--- src/rtl/m68k_uart_pkg.sv ---
`default_nettype none
// ============================================================================
// Module      : m68k_uart_pkg
// Description : Shared definitions for the 68000-bus UART: register offsets,
//               STATUS/CTRL bit positions and the TX/RX state encodings.
// Revision    : 1.0 - initial release
// ============================================================================
package m68k_uart_pkg;

    // Register offsets (CPU address bits 2:1)
    localparam logic [1:0] REG_DATA   = 2'd0;
    localparam logic [1:0] REG_STATUS = 2'd1;
    localparam logic [1:0] REG_CTRL   = 2'd2;

    // STATUS bit positions
    localparam int ST_RX_AVAIL   = 0;
    localparam int ST_TX_SPACE   = 1;
    localparam int ST_TX_BUSY    = 2;
    localparam int ST_RX_OVERRUN = 3;
    localparam int ST_FRAME_ERR  = 4;
    localparam int ST_TX_DROP    = 5;
    localparam int ST_WIDTH      = 6;

    // CTRL bit positions
    localparam int CTRL_RX_IRQ_EN       = 0;
    localparam int CTRL_TX_EMPTY_IRQ_EN = 1;
    localparam int CTRL_WIDTH           = 2;

    typedef enum logic [1:0] {
        TX_IDLE  = 2'd0,
        TX_START = 2'd1,
        TX_DATA  = 2'd2,
        TX_STOP  = 2'd3
    } tx_state_t;

    typedef enum logic [1:0] {
        RX_IDLE  = 2'd0,
        RX_START = 2'd1,
        RX_DATA  = 2'd2,
        RX_STOP  = 2'd3
    } rx_state_t;

    // Zero-extend a received byte onto the 16-bit data bus
    function automatic logic [15:0] byte_to_word(input logic [7:0] b);
        return {8'h00, b};
    endfunction

endpackage
`default_nettype wire

--- src/rtl/m68k_uart_fifo.sv ---
`default_nettype none
// ============================================================================
// Module      : sync_fifo
// Description : Single-clock first-word-fall-through FIFO with registered
//               full/empty flags. Pushes while full and pops while empty are
//               ignored, so callers may assert them unconditionally.
// Revision    : 1.0 - initial release
// ============================================================================
module sync_fifo #(
    parameter int WIDTH = 8,
    parameter int DEPTH = 16
) (
    input  logic             clk,
    input  logic             rst_n,
    input  logic             push,
    input  logic [WIDTH-1:0] wdata,
    input  logic             pop,
    output logic [WIDTH-1:0] rdata,
    output logic             full,
    output logic             empty
);

    localparam int c_AW = $clog2(DEPTH);
    localparam int c_CW = c_AW + 1;
    localparam logic [c_AW-1:0] c_PTR_ONE = c_AW'(1);
    localparam logic [c_CW-1:0] c_CNT_ONE = c_CW'(1);
    localparam logic [c_CW-1:0] c_FULL    = c_CW'(DEPTH);

    logic [WIDTH-1:0] r_mem [DEPTH];
    logic [c_AW-1:0]  r_wr_ptr;
    logic [c_AW-1:0]  r_rd_ptr;
    logic [c_CW-1:0]  r_count;
    logic [c_CW-1:0]  w_count_nxt;
    logic             r_full;
    logic             r_empty;
    logic             w_do_push;
    logic             w_do_pop;

    assign w_do_push = push & ~r_full;
    assign w_do_pop  = pop & ~r_empty;
    assign rdata     = r_mem[r_rd_ptr];
    assign full      = r_full;
    assign empty     = r_empty;

    // Occupancy after this cycle; simultaneous push and pop leave it unchanged
    always_comb begin
        w_count_nxt = r_count;
        case ({w_do_push, w_do_pop})
            2'b10:   w_count_nxt = r_count + c_CNT_ONE;
            2'b01:   w_count_nxt = r_count - c_CNT_ONE;
            default: w_count_nxt = r_count;
        endcase
    end

    // Pointers, count and flags; flags are registered from the next count
    always_ff @(posedge clk or negedge rst_n) begin
        if (!rst_n) begin
            r_wr_ptr <= '0;
            r_rd_ptr <= '0;
            r_count  <= '0;
            r_full   <= 1'b0;
            r_empty  <= 1'b1;
        end else begin
            if (w_do_push) r_wr_ptr <= r_wr_ptr + c_PTR_ONE;
            if (w_do_pop)  r_rd_ptr <= r_rd_ptr + c_PTR_ONE;
            r_count <= w_count_nxt;
            r_full  <= (w_count_nxt == c_FULL);
            r_empty <= (w_count_nxt == '0);
        end
    end

    // Storage array; contents need no reset because empty masks them
    always_ff @(posedge clk) begin
        if (w_do_push) r_mem[r_wr_ptr] <= wdata;
    end

endmodule
`default_nettype wire

--- src/rtl/m68k_uart.sv ---
`default_nettype none
// ============================================================================
// Module      : m68k_uart
// Description : 8N1 UART responder for the fx68k bus. Four word-spaced
//               registers (DATA, STATUS, CTRL, reserved), TX/RX FIFOs,
//               self-generated DTACK and a registered level interrupt.
//               Define M68K_UART_LOOPBACK_EN to feed the receiver from the
//               internal transmitter and park the txd pin high.
// Revision    : 1.0 - initial release
// ============================================================================
module m68k_uart
    import m68k_uart_pkg::*;
#(
    parameter int CLK_HZ     = 25000000,
    parameter int BAUD       = 115200,
    parameter int FIFO_DEPTH = 16
) (
    input  logic        clk,
    input  logic        rst_n,
    input  logic        cs,
    input  logic        rw,
    input  logic        lds_n,
    input  logic [1:0]  addr,
    input  logic [15:0] din,
    output logic [15:0] dout,
    output logic        dtack_n,
    output logic        txd,
    input  logic        rxd,
    output logic        irq
);

    localparam int c_DIV = CLK_HZ / BAUD;
    localparam int c_CW  = $clog2(c_DIV + 1);
    localparam logic [c_CW-1:0] c_CNT_ONE   = c_CW'(1);
    localparam logic [c_CW-1:0] c_BIT_LAST  = c_CW'(c_DIV - 1);
    localparam logic [c_CW-1:0] c_HALF_LAST = c_CW'(c_DIV / 2 - 1);

    // ------------------------------------------------------------------
    // Bus decode
    // ------------------------------------------------------------------
    logic                  r_cs_q;
    logic                  w_cs_rise;
    logic                  w_acc;
    logic                  w_wr_data;
    logic                  w_rd_data;
    logic                  w_rd_stat;
    logic                  w_wr_ctrl;
    logic [15:0]           w_rd_val;
    logic [15:0]           r_dout;
    logic                  r_dtack_n;
    logic [CTRL_WIDTH-1:0] r_ctrl;
    logic [ST_WIDTH-1:0]   w_status;

    // FIFO hookup
    logic       w_tx_push, w_tx_pop, w_tx_full, w_tx_empty;
    logic [7:0] w_tx_rdata;
    logic       w_rx_push, w_rx_pop, w_rx_full, w_rx_empty;
    logic [7:0] w_rx_rdata;

    // Status sources
    logic w_tx_drop, w_rx_overrun, w_frame_err, w_tx_busy;
    logic r_tx_drop, r_rx_overrun, r_frame_err;
    logic r_irq;

    // TX datapath
    tx_state_t       r_tx_state;
    logic [c_CW-1:0] r_tx_cnt;
    logic [2:0]      r_tx_bit;
    logic [7:0]      r_tx_shift;
    logic            r_txd;
    logic            w_tx_tick;

    // RX datapath
    rx_state_t       r_rx_state;
    logic [c_CW-1:0] r_rx_cnt;
    logic [2:0]      r_rx_bit;
    logic [7:0]      r_rx_shift;
    logic            r_rx_s1, r_rx_s2;
    logic            r_rx_wait_high;
    logic            w_rx_tick;
    logic            w_rx_stop_done;
    logic            w_rx_src;
    logic            w_unused;

`ifdef M68K_UART_LOOPBACK_EN
    assign w_rx_src = r_txd;
    assign txd      = 1'b1;
    assign w_unused = ^{din[15:8], rxd};
`else
    assign w_rx_src = rxd;
    assign txd      = r_txd;
    assign w_unused = ^din[15:8];
`endif

    // One action per chip-select assertion; lds_n=1 cycles only get DTACK
    assign w_cs_rise = cs & ~r_cs_q;
    assign w_acc     = w_cs_rise & ~lds_n;
    assign w_wr_data = w_acc & ~rw & (addr == REG_DATA);
    assign w_rd_data = w_acc &  rw & (addr == REG_DATA);
    assign w_rd_stat = w_acc &  rw & (addr == REG_STATUS);
    assign w_wr_ctrl = w_acc & ~rw & (addr == REG_CTRL);

    assign w_tx_push = w_wr_data & ~w_tx_full;
    assign w_tx_drop = w_wr_data &  w_tx_full;
    assign w_rx_pop  = w_rd_data & ~w_rx_empty;

    assign w_tx_busy = (r_tx_state != TX_IDLE) | ~w_tx_empty;

    always_comb begin
        w_status                = '0;
        w_status[ST_RX_AVAIL]   = ~w_rx_empty;
        w_status[ST_TX_SPACE]   = ~w_tx_full;
        w_status[ST_TX_BUSY]    = w_tx_busy;
        w_status[ST_RX_OVERRUN] = r_rx_overrun;
        w_status[ST_FRAME_ERR]  = r_frame_err;
        w_status[ST_TX_DROP]    = r_tx_drop;
    end

    // Read mux; evaluated at the cs rising edge and frozen into r_dout
    always_comb begin
        w_rd_val = '0;
        if (rw && !lds_n) begin
            case (addr)
                REG_DATA:   w_rd_val = w_rx_empty ? 16'h0000 : byte_to_word(w_rx_rdata);
                REG_STATUS: w_rd_val = {{(16 - ST_WIDTH){1'b0}}, w_status};
                REG_CTRL:   w_rd_val = {{(16 - CTRL_WIDTH){1'b0}}, r_ctrl};
                default:    w_rd_val = '0;
            endcase
        end
    end

    // Bus handshake: DTACK/data held while cs stays high, released after
    always_ff @(posedge clk or negedge rst_n) begin
        if (!rst_n) begin
            r_cs_q    <= 1'b0;
            r_dtack_n <= 1'b1;
            r_dout    <= '0;
        end else begin
            r_cs_q <= cs;
            if (w_cs_rise) begin
                r_dtack_n <= 1'b0;
                r_dout    <= w_rd_val;
            end else if (!cs) begin
                r_dtack_n <= 1'b1;
                r_dout    <= '0;
            end
        end
    end

    assign dout    = r_dout;
    assign dtack_n = r_dtack_n;

    // CTRL register
    always_ff @(posedge clk or negedge rst_n) begin
        if (!rst_n) begin
            r_ctrl <= '0;
        end else if (w_wr_ctrl) begin
            r_ctrl <= din[CTRL_WIDTH-1:0];
        end
    end

    // Sticky error flags; a new event wins over a simultaneous STATUS read
    always_ff @(posedge clk or negedge rst_n) begin
        if (!rst_n) begin
            r_tx_drop    <= 1'b0;
            r_rx_overrun <= 1'b0;
            r_frame_err  <= 1'b0;
        end else begin
            r_tx_drop    <= w_tx_drop    | (r_tx_drop    & ~w_rd_stat);
            r_rx_overrun <= w_rx_overrun | (r_rx_overrun & ~w_rd_stat);
            r_frame_err  <= w_frame_err  | (r_frame_err  & ~w_rd_stat);
        end
    end

    // Level interrupt, one cycle behind its cause
    always_ff @(posedge clk or negedge rst_n) begin
        if (!rst_n) begin
            r_irq <= 1'b0;
        end else begin
            r_irq <= (r_ctrl[CTRL_RX_IRQ_EN] & ~w_rx_empty)
                   | (r_ctrl[CTRL_TX_EMPTY_IRQ_EN] & ~w_tx_busy);
        end
    end

    assign irq = r_irq;

    // ------------------------------------------------------------------
    // FIFOs
    // ------------------------------------------------------------------
    sync_fifo #(.WIDTH(8), .DEPTH(FIFO_DEPTH)) u_tx_fifo (
        .clk   (clk),
        .rst_n (rst_n),
        .push  (w_tx_push),
        .wdata (din[7:0]),
        .pop   (w_tx_pop),
        .rdata (w_tx_rdata),
        .full  (w_tx_full),
        .empty (w_tx_empty)
    );

    sync_fifo #(.WIDTH(8), .DEPTH(FIFO_DEPTH)) u_rx_fifo (
        .clk   (clk),
        .rst_n (rst_n),
        .push  (w_rx_push),
        .wdata (r_rx_shift),
        .pop   (w_rx_pop),
        .rdata (w_rx_rdata),
        .full  (w_rx_full),
        .empty (w_rx_empty)
    );

    // ------------------------------------------------------------------
    // Transmitter
    // ------------------------------------------------------------------
    assign w_tx_tick = (r_tx_cnt == c_BIT_LAST);

    // Pop from IDLE, or at the end of STOP so frames run back to back
    assign w_tx_pop = ~w_tx_empty &
                      ((r_tx_state == TX_IDLE) |
                       ((r_tx_state == TX_STOP) & w_tx_tick));

    // TX FSM: start bit, 8 data bits LSB first, stop bit, DIV cycles each
    always_ff @(posedge clk or negedge rst_n) begin
        if (!rst_n) begin
            r_tx_state <= TX_IDLE;
            r_tx_cnt   <= '0;
            r_tx_bit   <= '0;
            r_tx_shift <= '0;
            r_txd      <= 1'b1;
        end else begin
            case (r_tx_state)
                TX_IDLE: begin
                    r_tx_cnt <= '0;
                    if (!w_tx_empty) begin
                        r_tx_state <= TX_START;
                        r_tx_shift <= w_tx_rdata;
                        r_txd      <= 1'b0;
                    end
                end
                TX_START: begin
                    if (w_tx_tick) begin
                        r_tx_cnt   <= '0;
                        r_tx_bit   <= '0;
                        r_tx_state <= TX_DATA;
                        r_txd      <= r_tx_shift[0];
                    end else begin
                        r_tx_cnt <= r_tx_cnt + c_CNT_ONE;
                    end
                end
                TX_DATA: begin
                    if (w_tx_tick) begin
                        r_tx_cnt <= '0;
                        if (r_tx_bit == 3'd7) begin
                            r_tx_state <= TX_STOP;
                            r_txd      <= 1'b1;
                        end else begin
                            r_tx_bit   <= r_tx_bit + 3'd1;
                            r_tx_shift <= {1'b0, r_tx_shift[7:1]};
                            r_txd      <= r_tx_shift[1];
                        end
                    end else begin
                        r_tx_cnt <= r_tx_cnt + c_CNT_ONE;
                    end
                end
                TX_STOP: begin
                    if (w_tx_tick) begin
                        r_tx_cnt <= '0;
                        if (!w_tx_empty) begin
                            r_tx_state <= TX_START;
                            r_tx_shift <= w_tx_rdata;
                            r_txd      <= 1'b0;
                        end else begin
                            r_tx_state <= TX_IDLE;
                        end
                    end else begin
                        r_tx_cnt <= r_tx_cnt + c_CNT_ONE;
                    end
                end
                default: begin
                    r_tx_state <= TX_IDLE;
                    r_txd      <= 1'b1;
                end
            endcase
        end
    end

    // ------------------------------------------------------------------
    // Receiver
    // ------------------------------------------------------------------
    // Two-flop synchronizer; resets to the idle (mark) level
    always_ff @(posedge clk or negedge rst_n) begin
        if (!rst_n) begin
            r_rx_s1 <= 1'b1;
            r_rx_s2 <= 1'b1;
        end else begin
            r_rx_s1 <= w_rx_src;
            r_rx_s2 <= r_rx_s1;
        end
    end

    assign w_rx_tick      = (r_rx_cnt == c_BIT_LAST);
    assign w_rx_stop_done = (r_rx_state == RX_STOP) & w_rx_tick;
    assign w_rx_push      = w_rx_stop_done &  r_rx_s2 & ~w_rx_full;
    assign w_rx_overrun   = w_rx_stop_done &  r_rx_s2 &  w_rx_full;
    assign w_frame_err    = w_rx_stop_done & ~r_rx_s2;

    // RX FSM: mid-bit sampling; after a framing error the line must return
    // high before a new start bit is accepted, so a held-low line (break)
    // is not decoded as a stream of bogus frames
    always_ff @(posedge clk or negedge rst_n) begin
        if (!rst_n) begin
            r_rx_state     <= RX_IDLE;
            r_rx_cnt       <= '0;
            r_rx_bit       <= '0;
            r_rx_shift     <= '0;
            r_rx_wait_high <= 1'b0;
        end else begin
            case (r_rx_state)
                RX_IDLE: begin
                    r_rx_cnt <= '0;
                    if (r_rx_s2) begin
                        r_rx_wait_high <= 1'b0;
                    end else if (!r_rx_wait_high) begin
                        r_rx_state <= RX_START;
                    end
                end
                RX_START: begin
                    if (r_rx_cnt == c_HALF_LAST) begin
                        r_rx_cnt <= '0;
                        r_rx_bit <= '0;
                        r_rx_state <= r_rx_s2 ? RX_IDLE : RX_DATA;
                    end else begin
                        r_rx_cnt <= r_rx_cnt + c_CNT_ONE;
                    end
                end
                RX_DATA: begin
                    if (w_rx_tick) begin
                        r_rx_cnt   <= '0;
                        r_rx_shift <= {r_rx_s2, r_rx_shift[7:1]};
                        if (r_rx_bit == 3'd7) begin
                            r_rx_state <= RX_STOP;
                        end else begin
                            r_rx_bit <= r_rx_bit + 3'd1;
                        end
                    end else begin
                        r_rx_cnt <= r_rx_cnt + c_CNT_ONE;
                    end
                end
                RX_STOP: begin
                    if (w_rx_tick) begin
                        r_rx_cnt   <= '0;
                        r_rx_state <= RX_IDLE;
                        if (!r_rx_s2) r_rx_wait_high <= 1'b1;
                    end else begin
                        r_rx_cnt <= r_rx_cnt + c_CNT_ONE;
                    end
                end
                default: begin
                    r_rx_state <= RX_IDLE;
                end
            endcase
        end
    end

endmodule
`default_nettype wire
--- config.mk ---
export PLATFORM = sky130hd
export DESIGN_NAME = m68k_uart
export DESIGN_NICKNAME = d
export VERILOG_FILES = /design/src/rtl/m68k_uart_pkg.sv /design/src/rtl/m68k_uart_fifo.sv /design/src/rtl/m68k_uart.sv
export SDC_FILE = /design/constraint.sdc
export NUM_CORES = 1
export LEC_CHECK = 0
export ABC_AREA = 1
export BUFFER_PORTS_ARGS = -buffer_cell sky130_fd_sc_hd__buf_4
export CAP_MARGIN = 20
export CORE_ASPECT_RATIO = 0.9
export CORE_UTILIZATION = 60
export CTS_CLUSTER_DIAMETER = 120
export DETAILED_ROUTE_END_ITERATION = 10
export GPL_TIMING_DRIVEN = 0
export PLACE_DENSITY = 0.88
export SLEW_MARGIN = 20
export SYNTH_ARGS = -nofsm -noshare
export SYNTH_HDL_FRONTEND = slang
export SYNTH_SLANG_ARGS = --single-unit
export TNS_END_PERCENT = 1
--- constraint.sdc ---
create_clock -name clk -period 2.65 [get_ports clk]
set_input_delay 0.53 -clock clk [delete_from_list [all_inputs] [get_ports clk]]
set_output_delay 0.53 -clock clk [all_outputs]
set_load 0.02 [all_outputs]
==> results of run 1 <==
## Yosys cell counts, types with 2 or more instances
| library cell | number |
|---|---|
| o22ai_1 | 22 |
| nor2_2 | 5 |
| nor2_4 | 3 |
| nand2_4 | 2 |
| xor2_1 | 14 |
| a22oi_1 | 2 |
| a22o_1 | 3 |
| nand2_2 | 4 |
| nand3_1 | 44 |
| nand3_2 | 2 |
| xnor2_1 | 4 |
| dfrtp_1 | 86 |
| mux2i_1 | 32 |
| inv_1 | 117 |
| clkinv_1 | 4 |
| a21oi_1 | 64 |
| nor3_1 | 9 |
| edfxtp_1 | 256 |
| o211ai_1 | 31 |
| o21a_1 | 2 |
| clkbuf_1 | 40 |
| dfstp_2 | 6 |
| or2_2 | 2 |
| o32ai_1 | 8 |
| buf_2 | 9 |
| nor2_1 | 143 |
| nand2_1 | 144 |
| mux2_2 | 9 |
| buf_4 | 8 |
| nor3b_1 | 2 |
| a32o_1 | 4 |
| ha_1 | 27 |
| nand4_1 | 8 |
| o21ai_0 | 137 |
| o221ai_1 | 5 |
## stage by stage
step	util	cells	setup TNS (ns)	total power [µW]	hold WS, ns
finish	0.692	1686	-1.53	12900	0.0866
CTS	0.688	1681	-0.229	12800	0.117
detailed placement	0.637	1615	-11.30	7780	0.347
floorplan	-	1281	0	7210	0.234
global placement	0.637	1615	-3.31	7670	0.346
global route	0.692	1686	-9.24	13300	0.117
## power breakdown
part           leakage, µW  switching [µW]  internal [µW]
Clock             0.000580            2090           3050
Sequential         0.00319             127           5960
Combinational      0.00262            1250            470
Total              0.00639            3470           9470
## registers in the layout, indices dropped and copies added, names as in the netlist, 2 cells and up, named ones only
signal	count
dout	8
r_ctrl	2
r_rx_bit	3
r_rx_cnt	8
r_rx_shift	8
r_tx_bit	3
r_tx_cnt	8
r_tx_shift	8
r_tx_state	2
u_rx_fifo.r_count	5
u_rx_fifo.r_mem	128
u_rx_fifo.r_rd_ptr	4
u_rx_fifo.r_wr_ptr	4
u_tx_fifo.r_count	5
u_tx_fifo.r_mem	128
u_tx_fifo.r_rd_ptr	4
u_tx_fifo.r_wr_ptr	4
## worst min path at each step
stage	to	slack, ns	depth (start not counted)	from
floorplan	asynchronous set/reset pin	0.23	0	rst_n
global placement	r_rx_s2	0.35	0	r_rx_s1
detailed placement	r_rx_s2	0.35	0	r_rx_s1
CTS	r_rx_s1	0.12	1	rxd
global route	r_rx_s1	0.12	1	rxd
finish	r_tx_shift[7]	0.09	1	rst_n
## routing by layer
| layer | routed length, µm | vias to the layer above | track usage | part of all wire |
|---|---|---|---|---|
| met2 | 17500 | 781 | 0.479 | 0.48 |
| met3 | 3860 | 132 | 0.0545 | 0.11 |
| met5 | 0 | - | 0 | 0 |
| met1 | 13500 | 5120 | 0.371 | 0.37 |
| li1 | - | 4639 | - | - |
| met4 | 1300 | 0 | 0.115 | 0.036 |
## logic make-up after synthesis
kind of cell    synth area share
compound gates             0.111
other cells             0.000252
fa+ha+maj                 0.0227
mux                       0.0283
simple gates               0.108
xor+xnor                  0.0106
buf+inv                   0.0481
flops                      0.671
## layout make-up
class	instances	area [µm²]	share of cell area
flip-flops and latches	348	10000	0.594
well taps	308	385	0.0229
inverters	122	458	0.0272
repair buffers	33	264	0.0157
plain buffers	58	263	0.0156
multi-input cells	753	4280	0.254
clock inverters	20	234	0.0139
clock buffers	44	951	0.0565
## worst max-delay path: stages, from the launching register on
cell and delay [ns]:
dfrtp_1 0.40, inv_1 0.08, ha_1 0.15, nand2_1 0.06, inv_1 0.05, nand2_1 0.07
nor2_4 0.14, nand4_4 0.17, buf_12 0.18, inv_1 0.15, nand2_1 0.17, nor2_1 0.75
## repair_timing
item | CTS | global route
hold endpoints to repair | 0 | 0
pin swaps | 2 | 4
buffers inserted | 2 | 5
endpoints found under the setup margin | 127 | 116
gates resized for setup | 11 | 17
==> results.sh, run 1 <==
export IMPL_run_status="finished with violations"
export IMPL_violations="setup timing"
export IMPL_crit_type="reg2reg"
export IMPL_crit_end="u_rx_fifo.r_mem[15][1]"
export IMPL_drive_gt1_frac=0.115
export IMPL_slew_viol_final=0
export IMPL_grt_pass1_vias=10460
export IMPL_hold_viol_final=0
export IMPL_setup_viol=34
export IMPL_n_fill_cell=1508
export IMPL_seq_area_frac_synth=0.671
export IMPL_startpoint="r_rx_cnt[0]"
export IMPL_fp_dieW_um=168
export IMPL_cts_clk_slew_worst_paths_ns=0.06
export IMPL_clock_tree_root_cell="clkbuf_16"
export IMPL_fin_skew_ns=0.0274
export IMPL_setup_ws_ns=-0.103
export IMPL_dominantRegCellSynth="edfxtp_1"
export IMPL_crit_required_ns=2.79
export IMPL_rsz0062_at_grt="yes"
export IMPL_dp_slack_ns=-0.665
export IMPL_final_nets=1402
export IMPL_gr_total_overflow=0
export IMPL_end_kind="flop"
export IMPL_synth_edf_count=256
export IMPL_first_pass_iters=9
export IMPL_synth_warnings=0
export IMPL_die_y_um=151
export IMPL_min_period_over_period=1.04
export IMPL_tritoncts="yes"
export IMPL_hold_buffers=0
export IMPL_num_io_pins=43
export IMPL_area_growth_pct=13.0
export IMPL_place_gp_congestion=0.892
export IMPL_initial_core_util=0.612
export IMPL_fmax_mhz=363
export IMPL_fp_row_count=54
export IMPL_core_region_area_um2=24300
export IMPL_slew_headroom=0.356
export IMPL_wl_per_cell_um=21.5
export IMPL_final_cell_mix="edfxtp_1 (256), nand2_1 (143), o21ai_0 (136)"
export IMPL_wl_um=36200
export IMPL_grt_max_degree=93
export IMPL_dp_hpwl_um=22700
export IMPL_num_antenna_cells=0
export IMPL_clockBufferDepth=3
export IMPL_r2r_start="r_rx_cnt[0]"
export IMPL_tightest_slew_ns=0.962
export IMPL_drtIter0Drc=1757
export IMPL_antenna_found_initial=0
export IMPL_yosys_area_top_type="edfxtp_1"
export IMPL_reg2reg_slack_ns=-0.10
export IMPL_vias=10672
export IMPL_post_route_min_period_ns=2.75
export IMPL_irDropWorstVdd_mv=0.574
export IMPL_io_buffers=26
export IMPL_cts_made_buffers=35
export IMPL_cap_violations=0
export IMPL_synth_area_um2=14900
export IMPL_clock_latency_ns=0.53
export IMPL_cts_max_level=2
export IMPL_ant_nets=0
export IMPL_cp_arrival_ns=2.89
export IMPL_stdcell_area_um2=16800
export IMPL_drc_errors=0
export IMPL_ys_top_cells_by_area="edfxtp_1 (52%), dfrtp_1 (14%), o21ai_0 (4.6%), nand2_1 (3.6%), nor2_1 (3.6%)"
export IMPL_die_area_um2=25500
export IMPL_powerDensity_nw_per_um2=769
export IMPL_synth_top_area_share=0.516
export IMPL_reg2reg_to="u_rx_fifo.r_mem[15][1]"
export IMPL_reg2regPathDepth=11
export IMPL_avgSynthCellArea_um2=11.7
export IMPL_synthCells=1274
export IMPL_placed_area_um2=15500
export IMPL_yosysUniqueCellTypes=51
export IMPL_vias_per_cell=6.33
export IMPL_grt_pass1_wl_um=55300
export IMPL_ys_ff_latch=348
export IMPL_hold_path_class="in2async"
export IMPL_final_common_cell="edfxtp_1"
export IMPL_start_kind="flop"
export IMPL_grt_use_total=0.285
export IMPL_power_leakage_uw=0.00639
export IMPL_crit_fanout=8
export IMPL_cts_sinks=348
export IMPL_async_flop_share=0.264
No activity file was read; power rests on OpenSTA's default activity.
==> run 2, diff against run 1 <==
--- a/config.mk
+++ b/config.mk
@@ -14,7 +14,8 @@
 export DETAILED_ROUTE_END_ITERATION = 10
 export GPL_TIMING_DRIVEN = 0
 export PLACE_DENSITY = 0.88
-export SLEW_MARGIN = 20
+export SKIP_CTS_REPAIR_TIMING = 1
+export SLEW_MARGIN = 30
 export SYNTH_ARGS = -nofsm -noshare
 export SYNTH_HDL_FRONTEND = slang
 export SYNTH_SLANG_ARGS = --single-unit
==> run 2 against run 1 <==
Cell count fell by 0.12%. Routed wire length fell by 0.30%. Via count fell by 0.27%. Global-route usage fell by 0.065 points. Clock skew rose by 0.0022 ns. The run still ends with setup timing left. Register-to-register slack got worse by 0.05 ns. Hold slack improved by 0.0010 ns. First-iteration DRC count rose by 2.2%. Sequential power barely moved. Setup slack got worse by 0.053 ns. Clock power barely moved. Total power barely moved.
==> results.sh, run 2 (synthesized netlist as in run 1, its figures left out) <==
export IMPL_min_period_over_period=1.06
export IMPL_cts_max_level=2
export IMPL_cp_arrival_ns=2.95
export IMPL_powerDensity_nw_per_um2=771
export IMPL_cts_clk_slew_worst_paths_ns=0.06
export IMPL_num_antenna_cells=0
export IMPL_die_y_um=151
export IMPL_run_status="finished with violations"
export IMPL_grt_pass1_vias=10415
export IMPL_ant_nets=0
export IMPL_clockBufferDepth=3
export IMPL_fin_skew_ns=0.0295
export IMPL_num_io_pins=43
export IMPL_post_route_min_period_ns=2.81
export IMPL_crit_fanout=8
export IMPL_grt_pass1_wl_um=55200
export IMPL_placed_area_um2=15500
export IMPL_setup_viol=58
export IMPL_place_gp_congestion=0.892
export IMPL_area_growth_pct=12.7
export IMPL_grt_met1_usage=0.372
export IMPL_clock_tree_root_cell="clkbuf_16"
export IMPL_met3_usage=0.0530
export IMPL_fmax_mhz=356
export IMPL_vias_per_cell=6.32
export IMPL_stdcell_count=1684
export IMPL_reg_top3="u_rx_fifo.r_mem: 128 flops, u_tx_fifo.r_mem: 128 flops"
export IMPL_fp_row_count=54
export IMPL_first_pass_iters=7
export IMPL_hold_path_class="in2async"
export IMPL_final_nets=1400
export IMPL_grt_use_total=0.285
export IMPL_start_kind="flop"
export IMPL_cts_sinks=348
export IMPL_cts_made_buffers=35
export IMPL_setup_ws_ns=-0.156
export IMPL_end_kind="flop"
export IMPL_wl_um=36100
export IMPL_stdcell_area_um2=16800
export IMPL_irDropWorstVdd_mv=0.583
export IMPL_fp_dieW_um=168
export IMPL_grt_max_degree=93
export IMPL_clock_latency_ns=0.53
export IMPL_dp_slack_ns=-0.665
export IMPL_dp_hpwl_um=22700
export IMPL_drive_gt1_frac=0.110
export IMPL_die_area_um2=25500
export IMPL_power_uw=12900
export IMPL_crit_type="reg2reg"
export IMPL_crit_required_ns=2.79
export IMPL_io_buffers=26
export IMPL_final_cell_mix="edfxtp_1 (256), nand2_1 (143), o21ai_0 (136)"
export IMPL_drc_errors=0
export IMPL_core_region_area_um2=24300
export IMPL_tightest_slew_ns=0.988
export IMPL_rsz0062_at_grt="yes"
export IMPL_top_usage_layer="met2"
export IMPL_dp_cells=1615
export IMPL_cap_violations=0
export IMPL_met2_usage=0.477
export IMPL_gr_total_overflow=0
export IMPL_final_common_cell="edfxtp_1"
export IMPL_vias=10643
export IMPL_tritoncts="yes"
export IMPL_initial_core_util=0.612
export IMPL_slew_headroom=0.339
export IMPL_power_leakage_uw=0.00637
export IMPL_drtIter0Drc=1796
export IMPL_wl_per_cell_um=21.4
export IMPL_slew_viol_final=0
export IMPL_antenna_found_initial=0
export IMPL_violations="setup timing"
export IMPL_hold_viol_final=0
## run 2: metrics by stage
stage                util  hold WS [ns]  setup TNS (ns)
floorplan               -         0.234               0
global placement    0.637         0.346           -3.31
detailed placement  0.637         0.347          -11.30
CTS                 0.686         0.117          -13.92
global route        0.690         0.117          -13.89
finish              0.690        0.0876           -4.53
## run 2: area by class of cell
type | count | area [µm²]
tap | 308 | 385
multi-input combinational | 753 | 4270
timing repair buffer | 31 | 236
fill | 1516 | 7530
sequential | 348 | 10000
clock inverter | 20 | 234
inverter | 122 | 458
clock buffer | 44 | 951
buffer | 58 | 263
## run 2: metal layers
metal	routed length, µm	share of wire	up-vias
li1	-	-	4623
met1	13400	0.37	5096
met2	17500	0.48	808
met3	3950	0.11	116
met4	1200	0.033	0
met5	0	0	-
## run 2: critical path: stages, from the launching register on
cell	delay, ns
dfrtp_1	0.39
inv_1	0.08
ha_1	0.15
nand2_1	0.06
inv_1	0.05
nand2_1	0.07
nor2_4	0.14
nand4_4	0.16
buf_4	0.19
inv_1	0.16
nand2_1	0.19
nor2_1	0.79
## run 2: where the power goes
part | leakage (µW) | internal, µW | switching (µW)
combinational | 0.00261 | 469 | 1250
sequential | 0.00319 | 5960 | 128
clock | 0.000580 | 3050 | 2090
## run 2: path summary, 6_finish.rpt
| kind | slack [ns] | endpoint | start | depth (start not counted) |
|---|---|---|---|---|
| hold / removal | 0.09 | r_tx_shift[7] | rst_n | 1 |
| setup / recovery | -0.16 | u_rx_fifo.r_mem[4][0] | r_rx_cnt[0] | 11 |
| max in group asynchronous | 1.95 | r_rx_cnt[1] | rst_n | 1 |
| min in group clk | 0.12 | r_rx_s1 | rxd | 1 |
| setup reg to reg | -0.16 | u_rx_fifo.r_mem[4][0] | r_rx_cnt[0] | 11 |
| hold reg to reg | 0.36 | r_rx_s2 | r_rx_s1 | 0 |
==> run 3, diff against run 2 <==
--- a/config.mk
+++ b/config.mk
@@ -9,11 +9,11 @@
 export BUFFER_PORTS_ARGS = -buffer_cell sky130_fd_sc_hd__buf_4
 export CAP_MARGIN = 20
 export CORE_ASPECT_RATIO = 0.9
-export CORE_UTILIZATION = 60
+export CORE_UTILIZATION = 58
 export CTS_CLUSTER_DIAMETER = 120
 export DETAILED_ROUTE_END_ITERATION = 10
 export GPL_TIMING_DRIVEN = 0
-export PLACE_DENSITY = 0.88
+export PLACE_DENSITY = 0.86
 export SKIP_CTS_REPAIR_TIMING = 1
 export SLEW_MARGIN = 30
 export SYNTH_ARGS = -nofsm -noshare
==> run 3 against run 2 <==
The flow still finishes with violations (setup timing). Clock power is 8.0% lower. Die area is 3.4% higher. First-iteration DRC count is 15% lower. Critical path depth is 11 higher. Register-to-register slack worse by 0.03 ns. Combinational power hardly changed. Via count is 0.32% lower. Non-clock buffer count is 5 higher. Flip-flop and latch count stayed put. Sequential power hardly changed. Highest routed layer unchanged.
==> results.sh, run 3 (synthesized netlist as in run 1, its figures left out) <==
export IMPL_run_status="finished with violations"
export IMPL_violations="setup timing"
export IMPL_grt_pass1_vias=10346
export IMPL_crit_chain="inv_2 -> ha_1 -> nand2_1 -> inv_1 -> nand2_1 -> nor2_4 -> nand4_4 -> buf_4 -> nand3_1 -> nand2_1 -> inv_1 -> ha_1 -> a21oi_2 -> inv_1 -> nand3_2 -> nor2_1 -> nand2_1 -> nand3_1 -> nand2_1 -> nand2_2 -> inv_1 -> nor2_2"
export IMPL_crit_type="reg2reg"
export IMPL_clockBufferDepth=3
export IMPL_crit_required_ns=3.08
export IMPL_fmax_mhz=353
export IMPL_die_area_um2=26300
export IMPL_fp_row_count=55
export IMPL_post_route_min_period_ns=2.84
export IMPL_switching_share=0.277
export IMPL_path_buf_inv=6
export IMPL_multi_input_area_um2=4330
export IMPL_hold_path_class="in2async"
export IMPL_place_gp_congestion=0.898
export IMPL_clock_latency_ns=0.53
export IMPL_num_io_pins=43
export IMPL_ant_nets=0
export IMPL_end_kind="flop"
export IMPL_n_fill_cell=1686
export IMPL_combPwrFrac=0.138
export IMPL_path_delay_family="simple AND/OR/NAND/NOR gates"
export IMPL_irDropWorstVdd_mv=0.512
export IMPL_power_leakage_uw=0.00636
export IMPL_seq_power_share=0.485
export IMPL_grt_pass1_wl_um=54500
export IMPL_crit_fanout=5
export IMPL_final_cell_mix="edfxtp_1 (256), nand2_1 (141), o21ai_0 (134)"
export IMPL_grt_use_total=0.272
export IMPL_tritoncts="yes"
export IMPL_clkPwrFrac=0.377
export IMPL_final_seq_area_um2=10000
export IMPL_vias=10609
export IMPL_wl_um=35900
export IMPL_p_int_uw=9080
export IMPL_setup_ws_ns=-0.185
export IMPL_die_y_um=154
export IMPL_start_kind="flop"
export IMPL_first_pass_iters=5
export IMPL_gr_total_overflow=0
export IMPL_io_buffers=26
export IMPL_fin_skew_ns=0.0302
export IMPL_power_uw=12600
export IMPL_final_common_cell="edfxtp_1"
export IMPL_cpPeakStageDelay_ns=0.41
export IMPL_stdcell_area_um2=16800
export IMPL_drive_gt1_frac=0.126
export IMPL_cp_arrival_ns=3.27
export IMPL_min_period_over_period=1.07
export IMPL_reg2regPathDepth=22
export IMPL_dp_hpwl_um=22600
export IMPL_slew_headroom=0.370
export IMPL_grt_max_degree=93
export IMPL_area_growth_pct=13.1
export IMPL_cts_clk_slew_worst_paths_ns=0.06
export IMPL_drc_errors=0
export IMPL_cp_depth=22
export IMPL_num_antenna_cells=0
export IMPL_vias_per_cell=6.15
export IMPL_worst_path_most_repeated_cell="nand2_1"
export IMPL_wl_per_cell_um=20.8
export IMPL_slew_viol_final=0
export IMPL_final_nets=1407
export IMPL_cts_max_level=2
export IMPL_initial_core_util=0.591
export IMPL_powerDensity_nw_per_um2=745
export IMPL_hold_viol_final=0
export IMPL_clock_tree_root_cell="clkbuf_16"
export IMPL_fp_dieW_um=171
export IMPL_drtIter0Drc=1524
export IMPL_reg_top3="u_rx_fifo.r_mem: 128 flops, u_tx_fifo.r_mem: 128 flops"
export IMPL_rsz0062_at_grt="yes"
export IMPL_placed_area_um2=15500
export IMPL_cts_made_buffers=36
export IMPL_antenna_found_initial=0
export IMPL_core_region_area_um2=25200
export IMPL_setup_viol=4
export IMPL_cap_violations=0
export IMPL_slowest_stage="dfrtp_1"
export IMPL_cts_sinks=348
export IMPL_switchingPower_uw=3470
export IMPL_tightest_slew_ns=0.941
run 3: final cells by class:
| type | count | share of cell area |
|---|---|---|
| Clock buffer | 46 | 0.0563 |
| Sequential cell | 348 | 0.594 |
| Tap cell | 342 | 0.0254 |
| Timing Repair Buffer | 36 | 0.0163 |
| Clock inverter | 19 | 0.00832 |
| Multi-Input combinational cell | 754 | 0.257 |
| Buffer | 58 | 0.0156 |
| Inverter | 122 | 0.0272 |
run 3: worst paths after layout:
check,slack [ns],to,from
min in group clk,0.11,r_rx_s1,rxd
max in group asynchronous,1.94,r_rx_cnt[0],rst_n
worst min register to register,0.37,r_rx_s2,r_rx_s1
worst min-delay path,0.09,r_tx_cnt[4],rst_n
worst max register to register,-0.19,u_rx_fifo.full,r_rx_cnt[0]
worst max-delay path,-0.19,u_rx_fifo.full,r_rx_cnt[0]
run 3: power by group through the flow:
stage,clock network (µW),registers [µW],logic [µW]
final,4730,6090,1730
after global routing,4970,6100,1890
after CTS,4740,6080,1640
after detailed placement,0,6180,1590
after global placement,0,6170,1500
after floorplan,0,6160,1050
run 3: metrics by stage:
stage	setup slack [ns]	std cells	hold slack [ns]	util	setup TNS, ns
floorplan	0.195	1281	0.234	-	0
global placement	-0.647	1649	0.357	0.617	-4.12
detailed placement	-0.709	1649	0.357	0.617	-14.84
CTS	-0.661	1714	0.105	0.661	-16.02
global route	-0.379	1725	0.107	0.669	-5.12
finish	-0.185	1725	0.0886	0.669	-0.385
run 3: worst register-to-register path: stages (launching register included):
cell and delay [ns]:
dfrtp_1 0.41, inv_2 0.07, ha_1 0.14, nand2_1 0.06, inv_1 0.05, nand2_1 0.08
nor2_4 0.16, nand4_4 0.16, buf_4 0.18, nand3_1 0.14, nand2_1 0.10, inv_1 0.10
ha_1 0.19, a21oi_2 0.06, inv_1 0.11, nand3_2 0.12, nor2_1 0.12, nand2_1 0.08
nand3_1 0.10, nand2_1 0.07, nand2_2 0.08, inv_1 0.06, nor2_2 0.13
run 3: layer usage:
metal  global-route usage  up-vias  routed length, µm  part of all wire
met5                    0        -                  0                 0
met4                0.107        0               1100             0.031
met3               0.0579      107               4010              0.11
met2                0.425      754              17000              0.47
met1                0.374     5109              13800              0.38
li1                     -     4639                  -                 -
